===== src/rtl/fifo_unloader.sv =====
// Pops one record from the event FIFO and streams it MSB byte first; first byte 3 cycles after IDLE sees data.
// Backpressure: tx_ready low holds the current byte; new pops wait for the last byte to be accepted.
module fifo_unloader #(
    parameter int WIDTH = 64,
    parameter int DEPTH = 6,
    parameter int CNTW  = 16
) (
    input  logic             clk,
    input  logic             rst,
    input  logic             enable,
    input  logic             fifo_empty,
    input  logic [DEPTH-1:0] fifo_items,
    input  logic [WIDTH-1:0] fifo_dataout,
    output logic             fifo_unloaden,
    output logic [7:0]       tx_data,
    output logic             tx_valid,
    input  logic             tx_ready,
    output logic             tx_sof,
    output logic             tx_last,
    output logic             busy,
    output logic [CNTW-1:0]  records_sent
);

    localparam int BYTES = WIDTH / 8;
    localparam int IDXW  = (BYTES > 1) ? $clog2(BYTES) : 1;
    localparam logic [IDXW-1:0] LAST_IDX = IDXW'(BYTES - 1);

    typedef enum logic [1:0] {
        IDLE,
        POP,
        CAP,
        SEND
    } state_t;

    state_t           state;
    logic [WIDTH-1:0] shreg;
    logic [IDXW-1:0]  idx;
    logic             start;
    logic [IDXW-1:0]  idx_nxt;

    // Occupancy is informational only; control relies on fifo_empty alone.
    logic unused_items;
    assign unused_items = ^fifo_items;

    assign start   = enable && !fifo_empty;
    assign idx_nxt = idx + 1'b1;
    assign tx_data = shreg[WIDTH-1 -: 8];

    always_ff @(posedge clk or posedge rst) begin
        if (rst) begin
            state         <= IDLE;
            shreg         <= '0;
            idx           <= '0;
            fifo_unloaden <= 1'b0;
            tx_valid      <= 1'b0;
            tx_sof        <= 1'b0;
            tx_last       <= 1'b0;
            busy          <= 1'b0;
            records_sent  <= '0;
        end else begin
            fifo_unloaden <= 1'b0;
            case (state)
                IDLE: begin
                    if (start) begin
                        state         <= POP;
                        fifo_unloaden <= 1'b1;
                        busy          <= 1'b1;
                    end
                end
                POP: begin
                    // RAM output becomes valid during the following cycle.
                    state <= CAP;
                end
                CAP: begin
                    shreg    <= fifo_dataout;
                    idx      <= '0;
                    tx_valid <= 1'b1;
                    tx_sof   <= 1'b1;
                    tx_last  <= (BYTES == 1);
                    state    <= SEND;
                end
                SEND: begin
                    if (tx_ready) begin
                        if (idx == LAST_IDX) begin
                            records_sent <= records_sent + CNTW'(1);
                            tx_valid     <= 1'b0;
                            tx_sof       <= 1'b0;
                            tx_last      <= 1'b0;
                            if (start) begin
                                state         <= POP;
                                fifo_unloaden <= 1'b1;
                            end else begin
                                state <= IDLE;
                                busy  <= 1'b0;
                            end
                        end else begin
                            shreg   <= shreg << 8;
                            idx     <= idx_nxt;
                            tx_sof  <= 1'b0;
                            tx_last <= (idx_nxt == LAST_IDX);
                        end
                    end
                end
                default: begin
                    state <= IDLE;
                    busy  <= 1'b0;
                end
            endcase
        end
    end

endmodule

===== config.mk =====
export PLATFORM = sky130hd
export DESIGN_NAME = fifo_unloader
export DESIGN_NICKNAME = d
export VERILOG_FILES = /design/src/rtl/fifo_unloader.sv
export SDC_FILE = /design/constraint.sdc
export NUM_CORES = 1
export LEC_CHECK = 0
export CORE_ASPECT_RATIO = 0.8
export CORE_MARGIN = 8
export CORE_UTILIZATION = 50
export DETAILED_ROUTE_END_ITERATION = 8
export HOLD_SLACK_MARGIN = 0.02
export PLACE_DENSITY = 0.92
export SYNTH_ARGS = -nofsm -noshare
export SYNTH_HDL_FRONTEND = slang
export SYNTH_SLANG_ARGS = --single-unit

===== constraint.sdc =====
create_clock -name clk -period 6.72 [get_ports clk]
set_clock_uncertainty 0.2 [all_clocks]
set_input_delay 1.344 -clock clk [delete_from_list [all_inputs] [get_ports clk]]
set_output_delay 1.344 -clock clk [all_outputs]
set_load 0.05 [all_outputs]

# --- Word-level counts from Yosys, hierarchy flattened ---
# Cells that the tools add are included.
classes:
  reduce_logical: 11
  add_sub_neg: 2
  eq_ne: 10
  n_mux: 28
op_table:
  columns: ["cell", "n"]
  rows:
  - ["64-bit 2-to-1 mux", 2]
  - ["64-bit case mux with 2 select lines", 1]
  - ["16-bit by 1-bit adder with 16-bit output, second input constant", 1]
  - ["1-bit 2-to-1 mux", 13]
  - ["3-bit AND reduction", 4]
  - ["2-bit inequality test, second input constant", 5]
  - ["1-bit case mux with 2 select lines", 5]
  - ["2-bit case mux with 4 select lines", 1]
  - ["3-bit equality test, second input constant", 2]
  - ["2-bit 2-to-1 mux", 3]
  - ["3-bit 2-to-1 mux", 2]
  - ["3-bit case mux with 2 select lines", 1]
  - ["5-bit AND reduction", 1]
  - ["2-bit equality test, second input constant", 2]
  - ["2-bit nonzero test", 2]
  - ["3-bit by 1-bit adder with 3-bit output, second input constant", 1]
  - ["2-bit by 1-bit equality test with 1-bit output, second input constant", 1]
  - ["2-bit logical NOT", 1]
  - ["2-bit AND reduction", 1]
  - ["1-bit logical AND", 1]
  - ["1-bit logical NOT", 1]
totals:
  inputBits: 75
  ff_bits: 90
  word_cells: 60
  out_inout_bits: 29

# --- Logic depth before layout (Yosys ltp) ---
# Gate-level depths: netlist (run 1).
depth:
  ltp_word: 6
  ltp_mapped: 8
  mapped_depth_nobuf: 6

# --- Least setup slack after synthesis (run 1) ---
# Ideal clock, no wire load.
synth_path:
  path_kind: "input port to flip-flop"
  from: "in tx_ready"
  to: "reg records_sent[11]"
  stages: 5
  slack_ps: 4122
  setup_ps: 141
  arrival_time_ps: 2257
  path_cell_list: "buf_4 > nand3_2 > nor4_4 > nand3_1 > xnor2_1"
synth_between:
  elab_chain_cells: 1
synth_lines:
  columns: ["element", "line", "source"]
  rows:
  - ["start, declared", "17", "input logic tx_ready,"]
  - ["3-bit AND reduction (no line)", null, null]
  - ["end signal, assigned", "85", "records_sent <= records_sent + CNTW'(1);"]
  - ["end, declared", "21", "output logic [CNTW-1:0] records_sent"]
# No other way between the ends.
# A chain may end at the register's enable or synchronous reset.

# --- Worst setup path in the final report (run 1) ---
layout_path:
  from: "in tx_ready"
  to: "reg shreg[50]"
layout_between:
  elab_chain_cells: 2
layout_lines:
  columns: ["element", "line", "source"]
  rows:
  - ["2-bit inequality test (no line)", null, null]
  - ["3-bit AND reduction (no line)", null, null]
  - ["end signal, assigned", "75", "shreg <= fifo_dataout;"]
  - ["end signal, assigned", "97", "shreg <= shreg << 8;"]
  - ["end, declared", "36", "logic [WIDTH-1:0] shreg;"]
# No other way between the ends.

==> flow_summary.toml, run 1 <==
[worst_setup_path]
r2r_start = "state[1]"
cp_slowest_stage_delay_ns = 0.85
path_class = "input pin to register"
crit_arrival_ns = 3.35
worst_setup_path_end_kind = "register"
cp.required_ns = 6.70
worstSetupStartpointType = "input pin"
path_cells = "clkdlybuf4s50_1 -> nand3b_1 -> and2_4 -> o21ai_0"
crit_family = "simple AND/OR/NAND/NOR gates"
path_max_fanout = 122
crit_buf_inv = 1
crit_path_start = "tx_ready"
critPathSlowestCell = "and2_4"

[power_and_ir_drop]
cellPowerDensity_nw_per_um2 = 405
leakage_uw = 0.00242
ir_drop_mv = 0.210

[sta]
tns_ns = 0
period_share = 0.502
finalWorstSetupSlack_ns = 3.35
fin_hold_ws_ns = 0.280
setup-violations-final = 0
max_freq_mhz = 297
maxSlewViolCount = 0
min_period_ns = 3.37
relSlewSlack = 0.240
tightest_slew_ns = 1.14
rsz0062_at_grt = "false"
finalHoldViolCount = 0

[finish]
final_nets = 567
area_growth_pct = 27.9
regArea_um2 = 2250
final_cell_mix = "97 x clkdlybuf4s50_1, 90 x dfrtp_1, 87 x nand2_1, 61 x o21ai_0, 57 x mux2i_1"
n_fill_cell = 677
n_antenna_cell = 0
post-route-cell-area_um2 = 5420
multiInputGateArea_um2 = 1790
mostFrequentLayoutCell = "clkdlybuf4s50_1"
drive_gt1_frac = 0.0534
instances_no_fill = 599

[global_routing]
grt_usage = 0.159
grt_overflow = 0
grt_pass1_vias = 3110
grt_pass1_wl_um = 15200
grt_start_max_net_pins = 123
antenna_found_initial = 0

[floorplan]
die_h_um = 98.3
num_rows = 30
ios = 104
die_w_um = 119
dieArea_um2 = 11700
start_util = 0.506
core_area_um2 = 8370

[clock_network]
postCtsHoldBufs = 0
cts_buffer_depth = 2
cts.sinks = 90
tritoncts = "built"
ctsResizeCount = 0
clkTransAtPathRegs_ns = 0.09
htreeDepth = 3
post_cts.repair.setup_buffers = 0
cts-root-buf = "clkbuf_8"
numCtsBuffers = 9
clk_latency_ns = 0.35

[placement]
portBuffers = 97
place_area_um2 = 5200
place_worst_setup_slack_ns = 2.97
place_congestion = 0.778
dp.cells = 584
place_hpwl_um = 6630

[synthesis]
ys.warnings.count = 0
synth-seq-cells = 90
async_flop_share = 1.00
syn_area_um2 = 4240
synth.distinct_cells = 30
ys.flop_type = "dfrtp_1"
syn_inst = 404
synth_edf_count = 0
synth_seq_area_share = 0.532
synthesis.nets = 488
synth_area_per_cell_um2 = 10.5

[min_path]
min_from = "shreg[5]"
worstHoldPathType = "register to register"

[detailed_routing]
drc = 0
final_antenna_net_count = 0
vias = 2995
wire_per_inst_um = 15.3
drt_iter0_drc = 186
drt_wl_total_um = 9190
dr.pass1.iters = 4
via_per_inst = 5.00

[job]
cap_viol_max_count = 0

[status]
status = "finished clean"
worst paths after layout:
check | endpoint | slack [ns] | cells past startpoint
setup reg to reg | shreg[50] | 3.65 | 4
hold reg to reg | shreg[5] | 0.28 | 2
setup / recovery | shreg[50] | 3.35 | 4
min in group asynchronous | shreg[53] | 1.49 | 3
hold / removal | shreg[5] | 0.28 | 2
max in group asynchronous | shreg[22] | 4.12 | 3
worst register-to-register path, stage by stage, from the launching register on:
cell      delay (ns)
dfrtp_1         0.45
ha_4            0.87
nand2b_1        0.25
and2_4          0.82
o21ai_0         0.30
power by group:
part | switching, uW | internal, uW | leakage, uW
Sequential | 116 | 753 | 0.00114
Combinational | 562 | 360 | 0.00117
Clock | 184 | 217 | 0.000112
area by class of cell:
class                           instances  share of cell area
Sequential cell                        90               0.416
Multi-Input combinational cell        275               0.331
Timing Repair Buffer                   98               0.181
Tap cell                              112              0.0259
Clock buffer                           10              0.0254
Clock inverter                          5              0.0146
Inverter                                9             0.00647
flip-flops by register name, summed over array words and instances (netlist names):
register	count
shreg	64
idx	3
records_sent	16
tx_sof	1
fifo_unloaden	1
busy	1
state	2
tx_last	1
tx_valid	1
synth_stat cells, types with 4 or more instances:
cell type  count  area share
inv_1          8      0.0071
nor2_1         8      0.0071
xnor2_1       12       0.025
buf_2         14       0.017
dfrtp_1       90        0.53
o21ai_0       61       0.072
buf_4         10       0.018
nand2b_1       4      0.0059
ha_1           9       0.027
clkbuf_1       5      0.0044
nand2_1       87       0.077
nand3_1       13       0.015
mux2i_1       57        0.13
logic make-up (layout without fill, tap and decap cells):
logic type,count (synthesis),in the layout,share of synthesized area
buf+inv,39,122,0.0479
xor+xnor,15,15,0.0310
mux,58,58,0.137
fa+ha+maj,9,9,0.0266
compound gates,67,67,0.0830
flops,90,90,0.532
simple gates,126,126,0.142
stage by stage:
| step | total power (uW) | utilization |
|---|---|---|
| 2_1_floorplan | 1610 | - |
| 3_3_place_gp | 1760 | 0.621 |
| 3_5_place_dp | 1820 | 0.621 |
| 4_1_cts | 2220 | 0.647 |
| 5_1_grt | 2360 | 0.647 |
| 6_report | 2190 | 0.647 |
per-layer routing:
metal / global-route usage / vias to the layer above / routed length (um)
li1: - / 1515 / -
met1: 0.199 / 1400 / 4240
met2: 0.255 / 76 / 4370
met3: 0.0531 / 4 / 538
met4: 0.0436 / 0 / 45
met5: 0 / - / 0
(Power assumes the default switching activity.)
==> run 2: changes to the inputs <==
==> constraint.sdc (replaced) <==
create_clock -name clk -period 3.15 [get_ports clk]
set_clock_uncertainty 0.2 [all_clocks]
set_input_delay 0.63 -clock clk [delete_from_list [all_inputs] [get_ports clk]]
set_output_delay 0.63 -clock clk [all_outputs]
set_load 0.05 [all_outputs]
==> flow_summary.toml, run 2 (synthesized netlist as in run 1, its figures left out) <==
[clock_network]
clkTransAtPathRegs_ns = 0.09
cts-root-buf = "clkbuf_8"
ctsResizeCount = 0
cts_buffer_depth = 2
htreeDepth = 3
postCtsHoldBufs = 0
numCtsBuffers = 9
clk_latency_ns = 0.34
cts.sinks = 90
post_cts.repair.setup_buffers = 0
tritoncts = "built"

[job]
cap_viol_max_count = 0

[worst_setup_path]
r2r_start = "state[0]"
critPathSlowestCell = "clkdlybuf4s50_1"
crit_path_start = "records_sent[4]"
worst_setup_path_end_kind = "output pin"
crit_arrival_ns = 1.70
path_cells = "clkdlybuf4s50_1"
crit_buf_inv = 1
worstSetupStartpointType = "register"
cp.required_ns = 2.32
path_max_fanout = 5
cp_slowest_stage_delay_ns = 0.86
crit_family = "buffers and inverters"
path_class = "register to output pin"

[finish]
final_nets = 571
n_antenna_cell = 0
mostFrequentLayoutCell = "clkdlybuf4s50_1"
instances_no_fill = 604
drive_gt1_frac = 0.0630
largest_register_ffs = 64
top_register = "shreg"
area_growth_pct = 29.5
post-route-cell-area_um2 = 5480
final_cell_mix = "97 x clkdlybuf4s50_1, 90 x dfrtp_1, 87 x nand2_1, 61 x o21ai_0, 57 x mux2i_1"
reg_top3 = "shreg: 64 flops, records_sent: 16 flops, idx: 3 flops"

[sta]
tightest_slew_ns = 0.895
max_freq_mhz = 395
fin_hold_ws_ns = 0.276
period_share = 0.804
finalHoldViolCount = 0
setup-violations-final = 0
tns_ns = 0
relSlewSlack = 0.403
maxSlewViolCount = 0
min_period_ns = 2.53
rsz0062_at_grt = "false"

[placement]
portBuffers = 97
place_area_um2 = 5260
dp.cells = 588
place_congestion = 0.771
place_hpwl_um = 6650

[floorplan]
dieArea_um2 = 11700
die_h_um = 98.3
start_util = 0.506
core_area_um2 = 8370
num_rows = 30
ios = 104
die_w_um = 119

[detailed_routing]
wire_per_inst_um = 14.9
final_antenna_net_count = 0
routed.top_layer = "met4"
wl_met1_um = 4120
wl_met2_um = 4300
drt_iter0_drc = 141
via_per_inst = 5.08
vias = 3069
drt_wl_total_um = 9020
dr.pass1.iters = 4
drc = 0
dr_wl_met3_um = 548

[global_routing]
grt_start_max_net_pins = 91
grt_overflow = 0
antenna_found_initial = 0
grt_pass1_vias = 3240
grt_usage = 0.157
grt_pass1_wl_um = 15300

[min_path]
min_from = "shreg[6]"
worstHoldPathType = "register to register"

[power_and_ir_drop]
ir_drop_mv = 0.440
leakage_uw = 0.00244
cellPowerDensity_nw_per_um2 = 867

[status]
status = "finished clean"
## run 2: cell types whose count changed in the layout (fill, tap and decap cells not counted), sizes merged
| cell | before | now |
|---|---|---|
| buf | 1 | 5 |
| clkinv | 5 | 2 |
| inv | 7 | 8 |
| clkinvlp | 0 | 3 |
## run 2: metrics by stage
stage,utilization,power [uW],setup slack [ns]
2_1_floorplan,-,3430,1.24
3_3_place_gp,0.628,3810,0.551
3_5_place_dp,0.628,3920,0.502
4_1_cts,0.655,4800,0.596
5_1_grt,0.655,5130,0.551
6_report,0.655,4750,0.616
## run 2: layer usage
metal  vias to the layer above  GRT usage
met5                         -          0
met4                         0     0.0339
met3                         9     0.0519
met2                        91      0.258
met1                      1441      0.198
li1                       1528          -
## run 2: report_power, final
part	leakage, uW	switching, uW	total (uW)	internal, uW
Combinational	0.00119	1200	2020	822
Sequential	0.00114	248	1850	1600
Clock	0.000109	407	877	470
## run 2: final timing paths
kind	endpoint	slack, ns	cells past startpoint
worst max-delay path	records_sent[4]	0.62	1
max in group asynchronous	shreg[30]	1.83	3
min in group asynchronous	shreg[15]	0.55	3
worst max register to register	shreg[20]	0.87	6
worst min register to register	shreg[6]	0.28	2
worst min-delay path	shreg[6]	0.28	2
## run 2: final cells by class
cell class	instances	area [um^2]
clock inverter	6	88.8
multi-input combinational	275	1790
clock buffer	10	138
sequential	90	2250
timing repair buffer	102	1030
fill	668	2890
tap	112	140
inverter	9	37.5
